===== src/rtl/probe_stamp_if.sv =====
// Word-stream link used on both sides of probe_stamp: {ctrl,data} with a
// write strobe from the sender and a ready flag from the receiver.
interface probe_stamp_if #(
  parameter int DATA_WIDTH = 64,
  parameter int CTRL_WIDTH = DATA_WIDTH / 8
);
  logic [DATA_WIDTH-1:0] data;
  logic [CTRL_WIDTH-1:0] ctrl;
  logic                  wr;
  logic                  rdy;

  modport master (output data, ctrl, wr, input rdy);
  modport slave  (input data, ctrl, wr, output rdy);
endinterface


===== src/rtl/probe_stamp.sv =====
// probe_stamp: pass-through stage that overwrites one payload word of each
// probe packet with the cycle count captured when the packet's IO-queue
// header left the stage. A 4-entry fall-through FIFO decouples upstream.
//
// state | meaning
// HDRS  | expecting module header words (ctrl != 0) or data word 0
// DATA  | inside the payload, counting data words until EOP (ctrl != 0)
module probe_stamp #(
  parameter int                    DATA_WIDTH = 64,
  parameter int                    CTRL_WIDTH = DATA_WIDTH / 8,
  parameter logic [15:0]           PROBE_DST  = 16'h0005,
  parameter logic [CTRL_WIDTH-1:0] HDR_CTRL   = 8'hFF,
  parameter int                    STAMP_WORD = 2
) (
  input  logic                 clk,
  input  logic                 reset_n,
  probe_stamp_if.slave         upstream,
  probe_stamp_if.master        downstream,
  input  logic                 stamp_en,
  output logic [31:0]          stamp_cnt,
  output logic [63:0]          last_stamp
);

  localparam logic [0:0] HDRS = 1'b0;
  localparam logic [0:0] DATA = 1'b1;

  logic [CTRL_WIDTH+DATA_WIDTH-1:0] fifo_mem [4];
  logic [1:0]            wr_ptr;
  logic [1:0]            rd_ptr;
  logic [2:0]            fifo_count;
  logic                  fifo_empty;
  logic                  fifo_full;
  logic                  push;
  logic                  pop;
  logic [CTRL_WIDTH-1:0] head_ctrl;
  logic [DATA_WIDTH-1:0] head_data;

  logic [63:0]           ts_cnt;
  logic [63:0]           ts_hold;
  logic [0:0]            state;
  logic                  probe;
  logic [7:0]            word_idx;
  logic [7:0]            cur_idx;
  logic                  stamp_hit;

  assign fifo_empty   = (fifo_count == 3'd0);
  assign fifo_full    = (fifo_count == 3'd4);
  // The 4th entry absorbs one in-flight write after rdy drops at 3 entries.
  assign upstream.rdy = reset_n && (fifo_count < 3'd3);
  assign push         = upstream.wr && !fifo_full;
  assign pop          = !fifo_empty && downstream.rdy;
  assign {head_ctrl, head_data} = fifo_mem[rd_ptr];

  // Word 0 can arrive while still in HDRS, so the index there is 0.
  assign cur_idx   = (state == HDRS) ? 8'd0 : word_idx;
  assign stamp_hit = pop && (head_ctrl == '0) && (cur_idx == 8'(STAMP_WORD))
                     && probe && stamp_en;

  // FIFO storage; contents need no reset since count gates every read.
  always_ff @(posedge clk) begin
    if (push) fifo_mem[wr_ptr] <= {upstream.ctrl, upstream.data};
  end

  // FIFO pointers and occupancy.
  always_ff @(posedge clk or negedge reset_n) begin
    if (!reset_n) begin
      wr_ptr     <= '0;
      rd_ptr     <= '0;
      fifo_count <= '0;
    end else begin
      if (push) wr_ptr <= wr_ptr + 2'd1;
      if (pop)  rd_ptr <= rd_ptr + 2'd1;
      fifo_count <= fifo_count + 3'(push) - 3'(pop);
    end
  end

  // Free-running cycle timestamp.
  always_ff @(posedge clk or negedge reset_n) begin
    if (!reset_n) ts_cnt <= '0;
    else          ts_cnt <= ts_cnt + 64'd1;
  end

  // Packet parser, advanced only by words actually leaving the stage.
  always_ff @(posedge clk or negedge reset_n) begin
    if (!reset_n) begin
      state    <= HDRS;
      probe    <= 1'b0;
      ts_hold  <= '0;
      word_idx <= '0;
    end else if (pop) begin
      case (state)
        HDRS: begin
          if (head_ctrl != '0) begin
            if (head_ctrl == HDR_CTRL) begin
              probe   <= (head_data[DATA_WIDTH-1 -: 16] == PROBE_DST);
              ts_hold <= ts_cnt;
            end
          end else begin
            state    <= DATA;
            word_idx <= 8'd1;
          end
        end
        DATA: begin
          if (head_ctrl == '0) begin
            if (word_idx != 8'hFF) word_idx <= word_idx + 8'd1;
          end else begin
            state    <= HDRS;
            probe    <= 1'b0;
            word_idx <= '0;
          end
        end
        default: state <= HDRS;
      endcase
    end
  end

  // Stamp statistics for the RTT logic.
  always_ff @(posedge clk or negedge reset_n) begin
    if (!reset_n) begin
      stamp_cnt  <= '0;
      last_stamp <= '0;
    end else if (stamp_hit) begin
      stamp_cnt  <= stamp_cnt + 32'd1;
      last_stamp <= ts_hold;
    end
  end

  // Output mux: head word (or the stamp) while transferring, zero otherwise.
  always_comb begin
    downstream.wr   = pop;
    downstream.ctrl = '0;
    downstream.data = '0;
    if (pop) begin
      downstream.ctrl = head_ctrl;
      downstream.data = stamp_hit ? DATA_WIDTH'(ts_hold) : head_data;
    end
  end

endmodule


===== src/flat_wrapper.sv =====
// flat-port wrapper written by rule: the top's interface ports become plain ports
module probe_stamp_flat 
#(
  parameter int                    DATA_WIDTH = 64,
  parameter int                    CTRL_WIDTH = DATA_WIDTH / 8,
  parameter logic [15:0]           PROBE_DST  = 16'h0005,
  parameter logic [CTRL_WIDTH-1:0] HDR_CTRL   = 8'hFF,
  parameter int                    STAMP_WORD = 2
)
  (clk, reset_n, stamp_en, stamp_cnt, last_stamp, upstream_data, upstream_ctrl, upstream_wr, upstream_rdy, downstream_data, downstream_ctrl, downstream_wr, downstream_rdy);
  probe_stamp_if #(.DATA_WIDTH(DATA_WIDTH), .CTRL_WIDTH(CTRL_WIDTH)) upstream_i ();
  probe_stamp_if #(.DATA_WIDTH(DATA_WIDTH), .CTRL_WIDTH(CTRL_WIDTH)) downstream_i ();
  input  logic clk;
  input  logic reset_n;
  input  logic stamp_en;
  output logic [31:0] stamp_cnt;
  output logic [63:0] last_stamp;
  input wire logic [$bits(upstream_i.data)-1:0] upstream_data;
  input wire logic [$bits(upstream_i.ctrl)-1:0] upstream_ctrl;
  input wire logic [$bits(upstream_i.wr)-1:0] upstream_wr;
  output wire logic [$bits(upstream_i.rdy)-1:0] upstream_rdy;
  output wire logic [$bits(downstream_i.data)-1:0] downstream_data;
  output wire logic [$bits(downstream_i.ctrl)-1:0] downstream_ctrl;
  output wire logic [$bits(downstream_i.wr)-1:0] downstream_wr;
  input wire logic [$bits(downstream_i.rdy)-1:0] downstream_rdy;
  assign upstream_i.data = upstream_data;
  assign upstream_i.ctrl = upstream_ctrl;
  assign upstream_i.wr = upstream_wr;
  assign upstream_rdy = upstream_i.rdy;
  assign downstream_data = downstream_i.data;
  assign downstream_ctrl = downstream_i.ctrl;
  assign downstream_wr = downstream_i.wr;
  assign downstream_i.rdy = downstream_rdy;
  probe_stamp #(.DATA_WIDTH(DATA_WIDTH), .CTRL_WIDTH(CTRL_WIDTH), .PROBE_DST(PROBE_DST), .HDR_CTRL(HDR_CTRL), .STAMP_WORD(STAMP_WORD)) u_core (.clk(clk), .reset_n(reset_n), .upstream(upstream_i), .downstream(downstream_i), .stamp_en(stamp_en), .stamp_cnt(stamp_cnt), .last_stamp(last_stamp));
endmodule

===== config.mk =====
export PLATFORM = sky130hd
export DESIGN_NAME = probe_stamp_flat
export DESIGN_NICKNAME = d
export VERILOG_FILES = /design/src/rtl/probe_stamp_if.sv /design/src/rtl/probe_stamp.sv /design/src/flat_wrapper.sv
export SDC_FILE = /design/constraint.sdc
export NUM_CORES = 1
export LEC_CHECK = 0
export ABC_AREA = 1
export CAP_MARGIN = 10
export CORE_UTILIZATION = 57
export DETAILED_ROUTE_END_ITERATION = 10
export HOLD_SLACK_MARGIN = 0.05
export PLACE_DENSITY_LB_ADDON = 0.12
export SYNTH_ARGS = -nofsm -noshare
export SYNTH_HDL_FRONTEND = slang
export SYNTH_SLANG_ARGS = --single-unit

===== constraint.sdc =====
create_clock -name clk -period 4.9 [get_ports clk]
set_input_delay 0.98 -clock clk [delete_from_list [all_inputs] [get_ports clk]]
set_output_delay 0.98 -clock clk [all_outputs]
set_load 0.005 [all_outputs]

==> metrics.cfg <==
[synth]
synth_top_cell_by_area = edfxtp_1
synth_cell_type_count = 39
synth_enable_flop_cells = 288
post_synth.cell_area_avg_sq_um = 9.94
synth.area.top_cells = edfxtp_1 37%, dfrtp_1 26%, nand2_1 13%
syn_inst = 2341
ys_warn_count = 0
yosysTopAreaCellShare = 0.372
syn_nets = 2429
async_flop_share = 0.456
syn_area_sq_um = 23300
yosysSeqAreaShare = 0.631
ys_seq_elements = 529
synth-main-ff-cell = edfxtp_1

[power]
clkPwrFrac = 0.302
vdd_drop_max_v = 0.000434
p_sw_w = 0.00444
powerDensity_nw_per_um2 = 479
p_sw_frac = 0.332
internal_power_w = 0.00894
combPwrFrac = 0.289
seqPwrFrac = 0.409
p_leak_nw = 11.9

[critical_path]
r2r-start = u_core.rd_ptr[0]$_DFFE_PN0P_
cp.arrival_ns = 3.70
critPathRequiredTime_ns = 3.92
cp_max_fo = 63
worstSetupPathType = reg -> out
critical_path.startpoint_type = flip-flop
reg2reg_setup_slack_ns = 1.85
critical_path.endpoint_type = output port
r2r_cells = 12
rr_endpoint = u_core.ts_hold[35]$_DFFE_PN0P_

[timing]
min_period_ns = 4.68
slew_viol_final = 0
fmax_mhz = 214
whs_ns = 0.287
setup-tns-final_ns = 0
hold_violations = 0
finalClockSkew_ns = 0.0176
tightest_slew_ns = 1.11
relSlewSlack = 0.261
setup_viol = 0
period_share = 0.954
rsz0062_at_grt = false
setup_slack_ns = 0.224

[clock_tree]
cts_num_sinks = 529
cts_buffer_depth = 3
clock_latency_ns = 0.61
cts_buffers = 54
root_buffer = clkbuf_16
cts_tree = done
path_clk_slew_ns = 0.06
cts_max_level = 2
post_cts_hold_buffer_count = 0

[floorplan]
die_area_sq_um = 41700
rows = 73
ios = 247
core-area_sq_um = 40000
die_height_um = 204
start_util = 0.582
fp.dieW_um = 204

[route]
antenna_left = 0
drc_errors = 0
drt-vias-per-instance = 5.70
vias = 17900
routed_wl_mm = 65.9
wl_per_cell_um = 21.0
drtPass1Iterations = 5
first_iter_violations = 1508

[finish]
fillers = 3055
final_layout_size_suffix_gt1_frac = 0.0741
area_growth_pct = 20.0
post-route-util = 0.698
postLayoutCellArea_sq_um = 27900
final_nets = 2662

[outcome]
outcome = complete, no violations

[grt]
grt_max_degree = 130
overflow = 0
antenna_found_initial = 3
grtUsageTotal = 0.322
grt_pass1_vias = 17400
grt_pass1_wl_mm = 101

[place]
port_buffers = 246
dpl-instance-area_sq_um = 26200
gp_congestion = 0.961
dpl_worst_slack_ns = 0.161
dp_hpwl_mm = 45.4

[hold_path]
hold_class = in -> async

[job]
drv_cap = 0

==> sequential cells by signal, indices dropped and copies added, names as in the netlist <==
register	flops
u_core.state	1
u_core.stamp_cnt	32
u_core.word_idx	8
u_core.wr_ptr	2
u_core.ts_cnt	64
u_core.probe	1
u_core.rd_ptr	2
u_core.fifo_mem	288
u_core.fifo_count	3
u_core.ts_hold	64
u_core.last_stamp	64
==> Yosys cell counts (2+ instances only) <==
cell	number
a22oi_1	48
nor2_1	146
clkbuf_1	37
buf_1	10
nor3_1	41
nor2_4	2
buf_6	12
nand4_1	57
xor2_1	50
o21ai_0	77
nand2_1	789
buf_4	7
buf_2	30
ha_1	10
buf_8	3
nor4_1	7
nand3_1	97
and2_1	2
xnor2_1	23
and3_1	3
nand2_2	48
a21oi_2	11
o31ai_1	2
dfrtp_1	241
nand3b_1	9
o21ai_1	7
nor2_8	3
edfxtp_1	288
clkbuf_2	3
inv_1	119
a21oi_1	151
==> metrics by stage <==
step / total power [W] / instances
2_1_floorplan: 0.00768 / 2341
3_3_place_gp: 0.00930 / 3043
3_5_place_dp: 0.00938 / 3043
4_1_cts: 0.0134 / 3143
5_1_grt: 0.0139 / 3145
6_report: 0.0134 / 3145
==> metal layers <==
| metal | share of wire | track usage | up-vias |
|---|---|---|---|
| li1 | - | - | 8333 |
| met1 | 0.42 | 0.449 | 8738 |
| met2 | 0.47 | 0.522 | 773 |
| met3 | 0.081 | 0.0507 | 96 |
| met4 | 0.027 | 0.102 | 0 |
| met5 | 0 | 0 | - |
==> critical path, cell delays in order (launching register included) <==
cell and delay, ns:
dfrtp_4 0.60, inv_4 0.23, nand2_1 0.10, nand3_1 0.08, nand2_1 0.12, nand2_1 0.18, nor2_8 0.09, nand4_1 0.18
buf_6 0.43, nand2_1 0.12, a21oi_1 0.35, clkdlybuf4s50_1 0.58
==> cell type report <==
type | count | area (sq um) | area share
flip-flops and latches | 529 | 14700 | 0.526
multi-input cells | 1588 | 7610 | 0.272
repair buffers | 279 | 2790 | 0.0997
clock buffers | 72 | 1470 | 0.0526
well taps | 525 | 657 | 0.0235
inverters | 122 | 463 | 0.0166
clock inverters | 28 | 263 | 0.00940
diodes | 2 | 5.00 | 0.000179
==> how the worst max path moves through the flow <==
stage	cells after the start	end	slack [ns]	startpoint
finish	11	downstream_data[6]	0.22	u_core.rd_ptr[0]$_DFFE_PN0P_
global route	12	downstream_data[12]	0.05	stamp_en
CTS	11	downstream_data[6]	0.11	u_core.rd_ptr[0]$_DFFE_PN0P_
detailed placement	12	downstream_data[63]	0.16	stamp_en
global placement	12	downstream_data[63]	0.18	stamp_en
floorplan	2	u_core.fifo_mem[0][0]$_DFFE_PP_	0.25	upstream_wr
==> power by group through the flow <==
| stage | Clock (W) | Sequential [W] | Combinational [W] |
|---|---|---|---|
| global placement | 0 | 0.00554 | 0.00376 |
| floorplan | 0 | 0.00551 | 0.00216 |
| detailed placement | 0 | 0.00556 | 0.00382 |
| finish | 0.00404 | 0.00548 | 0.00386 |
| global route | 0.00424 | 0.00552 | 0.00416 |
| CTS | 0.00409 | 0.00547 | 0.00385 |
==> repair_timing <==
action	CTS	global route
resized for setup	0	3
setup buffers	0	0
setup endpoints to repair	0	21
==> cell usage in the layout, fill, tap and decap left out, drive strengths merged <==
master           n
and2             2
nand4           57
nor2           152
clkdlybuf4s50  245
fa               1
a22oi           48
nand2          838
a21oi          162
xnor2           23
nor3            41
clkinv          23
nand3b           9
or2              1
nand3           98
dfrtp          241
bufinv           4
and3             3
buf             34
ha              10
o31ai            2
nor4             7
edfxtp         288
o21ai           84
xor2            50
clkbuf          72
clkinvlp         2
diode            2
inv            121
==> kinds of logic after synthesis <==
kind of cell	synth area share
simple gates	0.220
buf+inv	0.0444
fa+ha+maj	0.00623
compound gates	0.0708
flops	0.631
xor+xnor	0.0275
(Power assumes the default switching activity.)
